==> src/rtl/toy_bus_ack_dec_node_2.sv <==
// toy_bus_ack_dec_node_2
//   1-to-2 demux for ToyBusAck beats. A single input stream is steered to
//   out0 or out1 by tgt_id (tgt_id >= OUT1_ID_MIN -> out1). Each output owns
//   a 2-entry registered FIFO, so the input ready never combinationally
//   depends on downstream ready, and each output still sustains 1 beat/cycle.
//
// Ports
//   clk, rst              clock, synchronous active-high reset
//   in0_vld/in0_rdy       input handshake
//   in0_opcode/data/sideband/src_id/tgt_id   input beat fields
//   outN_vld/outN_rdy     output handshake (N = 0, 1)
//   outN_opcode/data/sideband/src_id/tgt_id  forwarded beat fields

// 2-entry FIFO holding one output's beats. Head is always registered.
module toy_bus_ack_dec_node_2_fifo #(
  parameter int W = 8
) (
  input  logic         clk,
  input  logic         rst,
  input  logic         push,
  input  logic [W-1:0] din,
  input  logic         rdy,
  output logic         vld,
  output logic         full,
  output logic [W-1:0] dout
);
  logic [W-1:0] mem [0:1];
  logic         wr_ptr, rd_ptr;
  logic [1:0]   cnt;
  logic         pop;

  assign vld  = (cnt != 2'd0);
  assign full = (cnt == 2'd2);
  assign pop  = vld && rdy;
  assign dout = mem[rd_ptr];

  // The parent never pushes while full, so push+pop only occurs at cnt==1.
  always_ff @(posedge clk) begin
    if (rst) begin
      cnt    <= 2'd0;
      wr_ptr <= 1'b0;
      rd_ptr <= 1'b0;
      mem[0] <= '0;
      mem[1] <= '0;
    end else begin
      if (push) begin
        mem[wr_ptr] <= din;
        wr_ptr      <= ~wr_ptr;
      end
      if (pop) rd_ptr <= ~rd_ptr;
      case ({push, pop})
        2'b10:   cnt <= cnt + 2'd1;
        2'b01:   cnt <= cnt - 2'd1;
        default: cnt <= cnt;
      endcase
    end
  end
endmodule

module toy_bus_ack_dec_node_2 #(
  parameter int DATA_W      = 256,
  parameter int SB_W        = 10,
  parameter int ID_W        = 4,
  parameter int OUT1_ID_MIN = 8
) (
  input  logic              clk,
  input  logic              rst,
  input  logic              in0_vld,
  output logic              in0_rdy,
  input  logic              in0_opcode,
  input  logic [DATA_W-1:0] in0_data,
  input  logic [SB_W-1:0]   in0_sideband,
  input  logic [ID_W-1:0]   in0_src_id,
  input  logic [ID_W-1:0]   in0_tgt_id,
  output logic              out0_vld,
  input  logic              out0_rdy,
  output logic              out0_opcode,
  output logic [DATA_W-1:0] out0_data,
  output logic [SB_W-1:0]   out0_sideband,
  output logic [ID_W-1:0]   out0_src_id,
  output logic [ID_W-1:0]   out0_tgt_id,
  output logic              out1_vld,
  input  logic              out1_rdy,
  output logic              out1_opcode,
  output logic [DATA_W-1:0] out1_data,
  output logic [SB_W-1:0]   out1_sideband,
  output logic [ID_W-1:0]   out1_src_id,
  output logic [ID_W-1:0]   out1_tgt_id
);
  localparam int NUM_OUT = 2;
  localparam int EW      = 1 + DATA_W + SB_W + 2*ID_W;
  // One extra bit so a threshold of 2**ID_W (nothing to out1) still compares correctly.
  localparam logic [ID_W:0] MIN_ID = OUT1_ID_MIN[ID_W:0];

  logic                        sel;
  logic [EW-1:0]               ent;
  logic [NUM_OUT-1:0]          route, push, rdy, vld, full;
  logic [NUM_OUT-1:0][EW-1:0]  dout;

  assign sel   = ({1'b0, in0_tgt_id} >= MIN_ID);
  assign route = {sel, ~sel};
  assign ent   = {in0_opcode, in0_data, in0_sideband, in0_src_id, in0_tgt_id};

  // Head-of-line blocking: readiness is that of the targeted FIFO only,
  // and comes from registered counts, not from downstream ready.
  assign in0_rdy = sel ? ~full[1] : ~full[0];
  assign push    = {NUM_OUT{in0_vld && in0_rdy}} & route;
  assign rdy     = {out1_rdy, out0_rdy};

  for (genvar n = 0; n < NUM_OUT; n++) begin : g_out
    toy_bus_ack_dec_node_2_fifo #(.W(EW)) u_fifo (
      .clk  (clk),
      .rst  (rst),
      .push (push[n]),
      .din  (ent),
      .rdy  (rdy[n]),
      .vld  (vld[n]),
      .full (full[n]),
      .dout (dout[n])
    );
  end

  assign out0_vld = vld[0];
  assign out1_vld = vld[1];
  assign {out0_opcode, out0_data, out0_sideband, out0_src_id, out0_tgt_id} = dout[0];
  assign {out1_opcode, out1_data, out1_sideband, out1_src_id, out1_tgt_id} = dout[1];
endmodule

==> config.mk <==
export PLATFORM = sky130hd
export DESIGN_NAME = toy_bus_ack_dec_node_2
export DESIGN_NICKNAME = d
export VERILOG_FILES = /design/src/rtl/toy_bus_ack_dec_node_2.sv
export SDC_FILE = /design/constraint.sdc
export NUM_CORES = 1
export LEC_CHECK = 0
export CAP_MARGIN = 20
export CORE_AREA = 2 2 322 324
export DETAILED_ROUTE_END_ITERATION = 7
export DIE_AREA = 0 0 324 326
export PLACE_DENSITY_LB_ADDON = 0.1
export SETUP_SLACK_MARGIN = 0.5
export SYNTH_ARGS = -nofsm -noshare
export SYNTH_HDL_FRONTEND = slang
export SYNTH_SLANG_ARGS = --single-unit
==> constraint.sdc <==
create_clock -name clk -period 25.6 [get_ports clk]
set_clock_uncertainty 0.15 [all_clocks]
set_input_delay 5.12 -clock clk [delete_from_list [all_inputs] [get_ports clk]]
set_output_delay 5.12 -clock clk [all_outputs]
set_load 0.1 [all_outputs]
After elaboration in Yosys (flattened, before gate mapping)
Memory sizes are Yosys's and may differ from the RTL's. A register that Yosys moved wholly into a read port is not among the register bits.
Cells that the tools add are included.
{"block": "classes", "n_addsub": 4, "multipliers": 0, "div_mod_pow": 0, "order_cmp": 1, "eq_ne": 6, "shift": 0, "n_mux": 21, "n_bitwise": 8, "reduce_logical": 9}
{"op": "275-bit 2-to-1 mux", "n": 2}
{"op": "275-bit OR reduction", "n": 2}
{"op": "1-bit 2-to-1 mux", "n": 17}
{"op": "2-bit equality test (second input constant)", "n": 4}
{"op": "2-bit case mux with 2 select lines", "n": 2}
{"op": "2-bit nonzero test", "n": 4}
{"op": "1-bit NOT", "n": 7}
{"op": "2-bit by 1-bit adder with 2-bit output (second input constant)", "n": 2}
{"op": "2-bit by 1-bit equality test with 1-bit output (second input constant)", "n": 2}
{"op": "4-bit greater-or-equal comparator (second input constant)", "n": 1}
{"op": "2-bit by 1-bit subtractor with 2-bit output (second input constant)", "n": 2}
{"op": "1-bit logical AND", "n": 3}
{"op": "2-bit AND", "n": 1}
{"block": "word_totals", "ff_bits": 8, "latchBits": 0, "mem_bits_rw": 1100, "romBits": 0, "input_bits": 280, "output_inout_bits": 553, "memories": 2}
{"name": "g_out[0].u_fifo.mem", "depth": 2, "width": 275, "read_ports": 1, "rd_clocked_by_memory_dff": 1, "write_ports": 2, "line_no": "27", "rtl": "logic [W-1:0] mem [0:1];"}
{"name": "g_out[1].u_fifo.mem", "depth": 2, "width": 275, "read_ports": 1, "rd_clocked_by_memory_dff": 1, "write_ports": 2, "line_no": "27"}

Depth between registers and ports, before layout
{"block": "logic_depth", "depth_word": 10, "depth_mapped": 7}

Modules after synthesis
From an unflattened synthesis, not the netlist that was laid out.
{"block": "unflattened", "hier_cells": 3599, "hier_area_um2": 48898.1}
{"module": "toy_bus_ack_dec_node_2_fifo", "n_inst": 2, "cells_each": 1798, "area_per_inst_um2": 24433.4, "seq_area_each_um2": 16615.9}
{"module": "toy_bus_ack_dec_node_2", "n_inst": 1, "cells_each": 3, "area_per_inst_um2": 31.3, "seq_area_each_um2": 0.0}

Worst setup path before layout
No wires, ideal clock.
{"block": "synth_path", "kind": "input-to-reg", "start": "input port in0_tgt_id[3]", "end": "memory g_out[1].u_fifo.mem[0][0] in the netlist's numbering (enable)", "arrival_time_ps": 18174, "t_required_ps": 24482, "setup_slack_ps": 6308, "stages": 4, "path_buffers": 1, "cell_sequence": "clkbuf_2 -> and3_1 -> inv_1 -> o21bai_1"}
{"element": "start: declaration", "line_no": "74", "rtl": "input logic [ID_W-1:0] in0_tgt_id,"}
{"element": "end: declaration", "line_no": "27"}

Worst setup path after layout
{"block": "layout_path", "start": "input port in0_tgt_id[3]", "end": "output port in0_rdy"}
{"block": "layout_via", "elab_chain_cells": 2}
{"element": "4-bit greater-or-equal comparator", "line_no": "100", "rtl": "assign sel = ({1'b0, in0_tgt_id} >= MIN_ID);"}
{"element": "1-bit 2-to-1 mux", "line_no": "106", "rtl": "assign in0_rdy = sel ? ~full[1] : ~full[0];"}
{"element": "end: declaration", "line_no": "69", "rtl": "output logic in0_rdy,"}
No other way between the ends.

==> results by stage <==
Status:
- The run finished with clean final reports.

Worst setup path:
- The worst reg2reg path depth is 4.
- The critical path in this run is classified as in2out.
- For the worst setup path, the data arrival time is 7330 ps.
- The largest single stage delay on the critical path is 1150 ps.
- STA classifies the critical path startpoint as an input pin.
- Counting buffers and inverters, the worst setup path is 4 cells deep.
- The signal on the critical path passes through clkdlybuf4s50_1, nor2_1, a21oi_1, clkdlybuf4s50_1.
- The critical path contains buffers and inverters numbering 2 combined.
- STA classifies the critical path endpoint as an output port.
- The required time reported for the critical path endpoint is 20,330 ps.
- Of all nets on the critical path, the largest fanout is 9.
- The most numerous cell type found on the critical path is sky130_fd_sc_hd__clkdlybuf4s50_1.
- Broken down by cell family, the worst path's largest delay share belongs to buffers and inverters.
- The largest individual stage delay along the critical path comes from the cell sky130_fd_sc_hd__clkdlybuf4s50_1.

STA:
- The final hold violation count is 0.
- The worst path needs 12,600 ps of the cycle, external delays included.
- Static timing analysis puts the maximum clock frequency at 0.0793 GHz.
- Dividing the final minimum period by the clock period gives 49.2%.
- At the pin with the least slew margin, the transition time is 1170 ps.
- For the final routed database, the setup TNS stands at 0 ps.
- Setup violations remaining at the end of the flow were counted as 0.
- The number of max-slew violations in the final report is 0.
- Setup repair after global routing left no endpoint under its margin.
- In this run the tightest slew margin relative to its limit is 21.8%.

Clocking:
- Clock-pin slew was measured on the worst setup and hold paths at 60 ps.
- CTS placed an instance of sky130_fd_sc_hd__clkbuf_16 at the clock tree root.
- The H-tree was split into 3 levels.
- The number of clock sinks is 1,110.
- The total clock buffers created by CTS is 119.
- The count of instances resized after the clock tree is built is 0.
- At the later pin of the worst-skew pair, clock insertion delay measures 700 ps.
- No sink is reached through more buffers than the 3 on the longest clock path.
- Buffers inserted to repair hold after CTS numbered 0.
- The buffer count from post-CTS setup fixing is 0.
- TritonCTS built the clock tree.

Global routing:
- The global routing stage identified its most utilized layer as met2.
- The total routing resource utilization after global routing is 24.6%.
- Entering global routing, the biggest net connects 192 pins.
- The initial antenna violation count is 28.
- The number of global-route vias before repair was 27,300.
- The first global-routing pass estimated 190 mm of wire.
- For this run, global-route usage on met3 was measured as 8.00%.
- The met2 usage in global routing is 41.7%.
- Global routing consumed, on the met1 layer, 28.9% of the routing resources.
- Global routing finished with a remaining overflow of 0.

Yosys:
- The synthesized netlist contains 32 unique library cells.
- After synthesis the netlist holds a flip-flop and latch count of 1,110.
- The top cell type's share of synthesized area is 69.3%.
- Synthesis produced 3,023 cells.
- After synthesis the cells add up to 47,600 um^2.
- For this run, the number of Yosys warnings is 0.
- After synthesis, the cell types taking the most area are sky130_fd_sc_hd__edfxtp_1 69%, sky130_fd_sc_hd__mux2_2 13%, sky130_fd_sc_hd__and2_1 11%, sky130_fd_sc_hd__and3_1 3.6%, sky130_fd_sc_hd__buf_2 0.86%.
- For this run, the register share of the synthesized area comes to 69.7%.
- After synthesis, the mean cell area works out to 15.8 um^2.
- The largest total area in the synthesized netlist belongs to sky130_fd_sc_hd__edfxtp_1.

Floorplan:
- The core region is 103,000 um^2.
- In this run the horizontal extent of the chip is 324 um.
- During I/O placement, the number of pins put on the boundary was 833.
- In this run the vertical extent of the chip is 326 um.
- The floorplan die area is 106,000 um^2.
- The number of standard-cell rows in the floorplan is 118.
- The starting utilization of the core area is 46.4%.

Placed design:
- The routability congestion estimate is 0.779.
- The detailed placer's ending HPWL is 78.9 mm.
- The count of buffers from port buffering is 832.

Layout:
- The final net count is 4,083.
- Fill cells in the final layout number 8,001.
- In the layout the commonest cells are 1,100 x sky130_fd_sc_hd__edfxtp_1, 826 x sky130_fd_sc_hd__clkdlybuf4s50_1, 822 x sky130_fd_sc_hd__and2_1, 550 x sky130_fd_sc_hd__mux2_2, 275 x sky130_fd_sc_hd__and3_1.
- Summing all multi-input logic gate instances after layout gives 13,500 um^2.
- The post-route netlist has 19.8% of its cells at a drive strength greater than 1.
- The footprint of the flip-flops and latches is 33,200 um^2.
- The library cell used most frequently in the layout, excluding fill and tap cells, is sky130_fd_sc_hd__edfxtp_1.
- From synthesis to final layout, the design area changed by 27.6%.
- Measured on the finished design, the core utilization comes to 59.3%.

Drt:
- In this run the remaining antenna-violating nets after routing total 0.
- The total via count after detailed routing is 27,700.
- After detailed routing, the number of vias per cell comes to 5.24.
- The remaining design rule violation count is 0.
- The first-pass detailed-route iteration total is 6.
- In this run, the number of DRC markers left after iteration 0 of detailed routing was 1,721.
- After detailed routing, the average wire length per cell comes to 25.0 um.
- Summed over all layers, the routed wires come to 132 mm.

Min path:
- The type of the most critical hold path is reg2reg.
- Counting instances, the worst hold path has a depth of 2.

Power and ir drop:
- Dividing total power by cell area gives a power density of 112 nW/um^2.
- The maximum ir drop on the vdd rail is 0.0726 mV.
- The leakage dissipation is 23.4 nW.

Job:
- The count of max-cap constraint violations is 0.
-- per-layer routing --
layer,part of all wire [%],wire [um],up-vias
li1,-,-,12600
met1,38,49900,14100
met2,51,67000,755
met3,8.1,10700,211
met4,3.3,4350,26
met5,0.13,173,-
-- sequential cells by signal, summed over array words and instances, names as in the netlist, named ones only --
name,flops
g_out.u_fifo.rd_ptr,2
g_out.u_fifo.mem,1100
g_out.u_fifo.wr_ptr,2
g_out.u_fifo.cnt,4
-- area by class of cell --
type	instances	area share, %
multi-input combinational	1696	22.1
sequential	1110	54.7
antenna	14	0.0576
clock inverter	62	0.796
clock buffer	150	5.19
inverter	2	0.0123
timing repair buffer	872	14.3
tap	1380	2.84
-- final timing paths --
kind,start,endpoint,slack [ps]
min,g_out[1].u_fifo.rd_ptr$_SDFFE_PP0P_,flip-flop,360
max reg2reg,g_out[1].u_fifo.wr_ptr$_SDFFE_PP0N_,g_out[1].u_fifo.mem[1][40]$_SDFFCE_PN0P_,20900
min reg2reg,g_out[1].u_fifo.rd_ptr$_SDFFE_PP0P_,flip-flop,360
max,in0_tgt_id[3],in0_rdy,13000
-- worst reg2reg max path: cells and delay by family (launching register included) --
| family | cells | cell delay (ps) |
|---|---|---|
| flip-flops | 1 | 780 |
| AO/OA/AOI/OAI | 1 | 880 |
| buffers and inverters | 3 | 2440 |
-- synth_stat cells (all sizes together) --
| master | number |
|---|---|
| edfxtp | 1100 |
| and2 | 822 |
| mux2 | 550 |
| and3 | 276 |
| clkbuf | 131 |
| buf | 85 |
| dfxtp | 10 |
| nor2 | 8 |
| nand2b | 4 |
| xnor2 | 4 |
| a21oi | 3 |
| nor2b | 3 |
| o21bai | 3 |
| a21o | 2 |
| ha | 2 |
| inv | 2 |
| nor4 | 2 |
| o21a | 2 |
| o21ai | 2 |
| or2 | 2 |
| or3 | 2 |
| xor2 | 2 |
| conb | 1 |
| nand3 | 1 |
| nand3b | 1 |
| nor3b | 1 |
| nor4b | 1 |
| o22ai | 1 |
-- where the power goes --
| part | internal (W) | switching (W) |
|---|---|---|
| sequential | 0.00217 | 0.0000613 |
| combinational | 0.000704 | 0.00223 |
| clock | 0.000934 | 0.000688 |
-- per-stage QoR --
step,area [um^2],hold WS [ps],worst slack [ps],std cells,total power [W]
after CTS,60800,371,13000,5272,0.00684
after global routing,60800,390,12900,5283,0.00697
final,60800,365,13000,5286,0.00679
after global placement,57100,343,12980,5058,0.00521
after floorplan,47700,331,6310,3024,0.00453
after detailed placement,57100,355,13000,5060,0.00522
-- logic make-up after synthesis --
group | synth area share [%]
AOI/OAI and AO/OA | 0.176
and+or+nand+nor | 14.8
muxes | 13.0
DFF | 69.7
buffers and inverters | 2.10
other | 0.00787
xor gates and xnor gates | 0.110
adders and majority gates | 0.0525
Note: power is estimated with default switching activity, not from simulation.
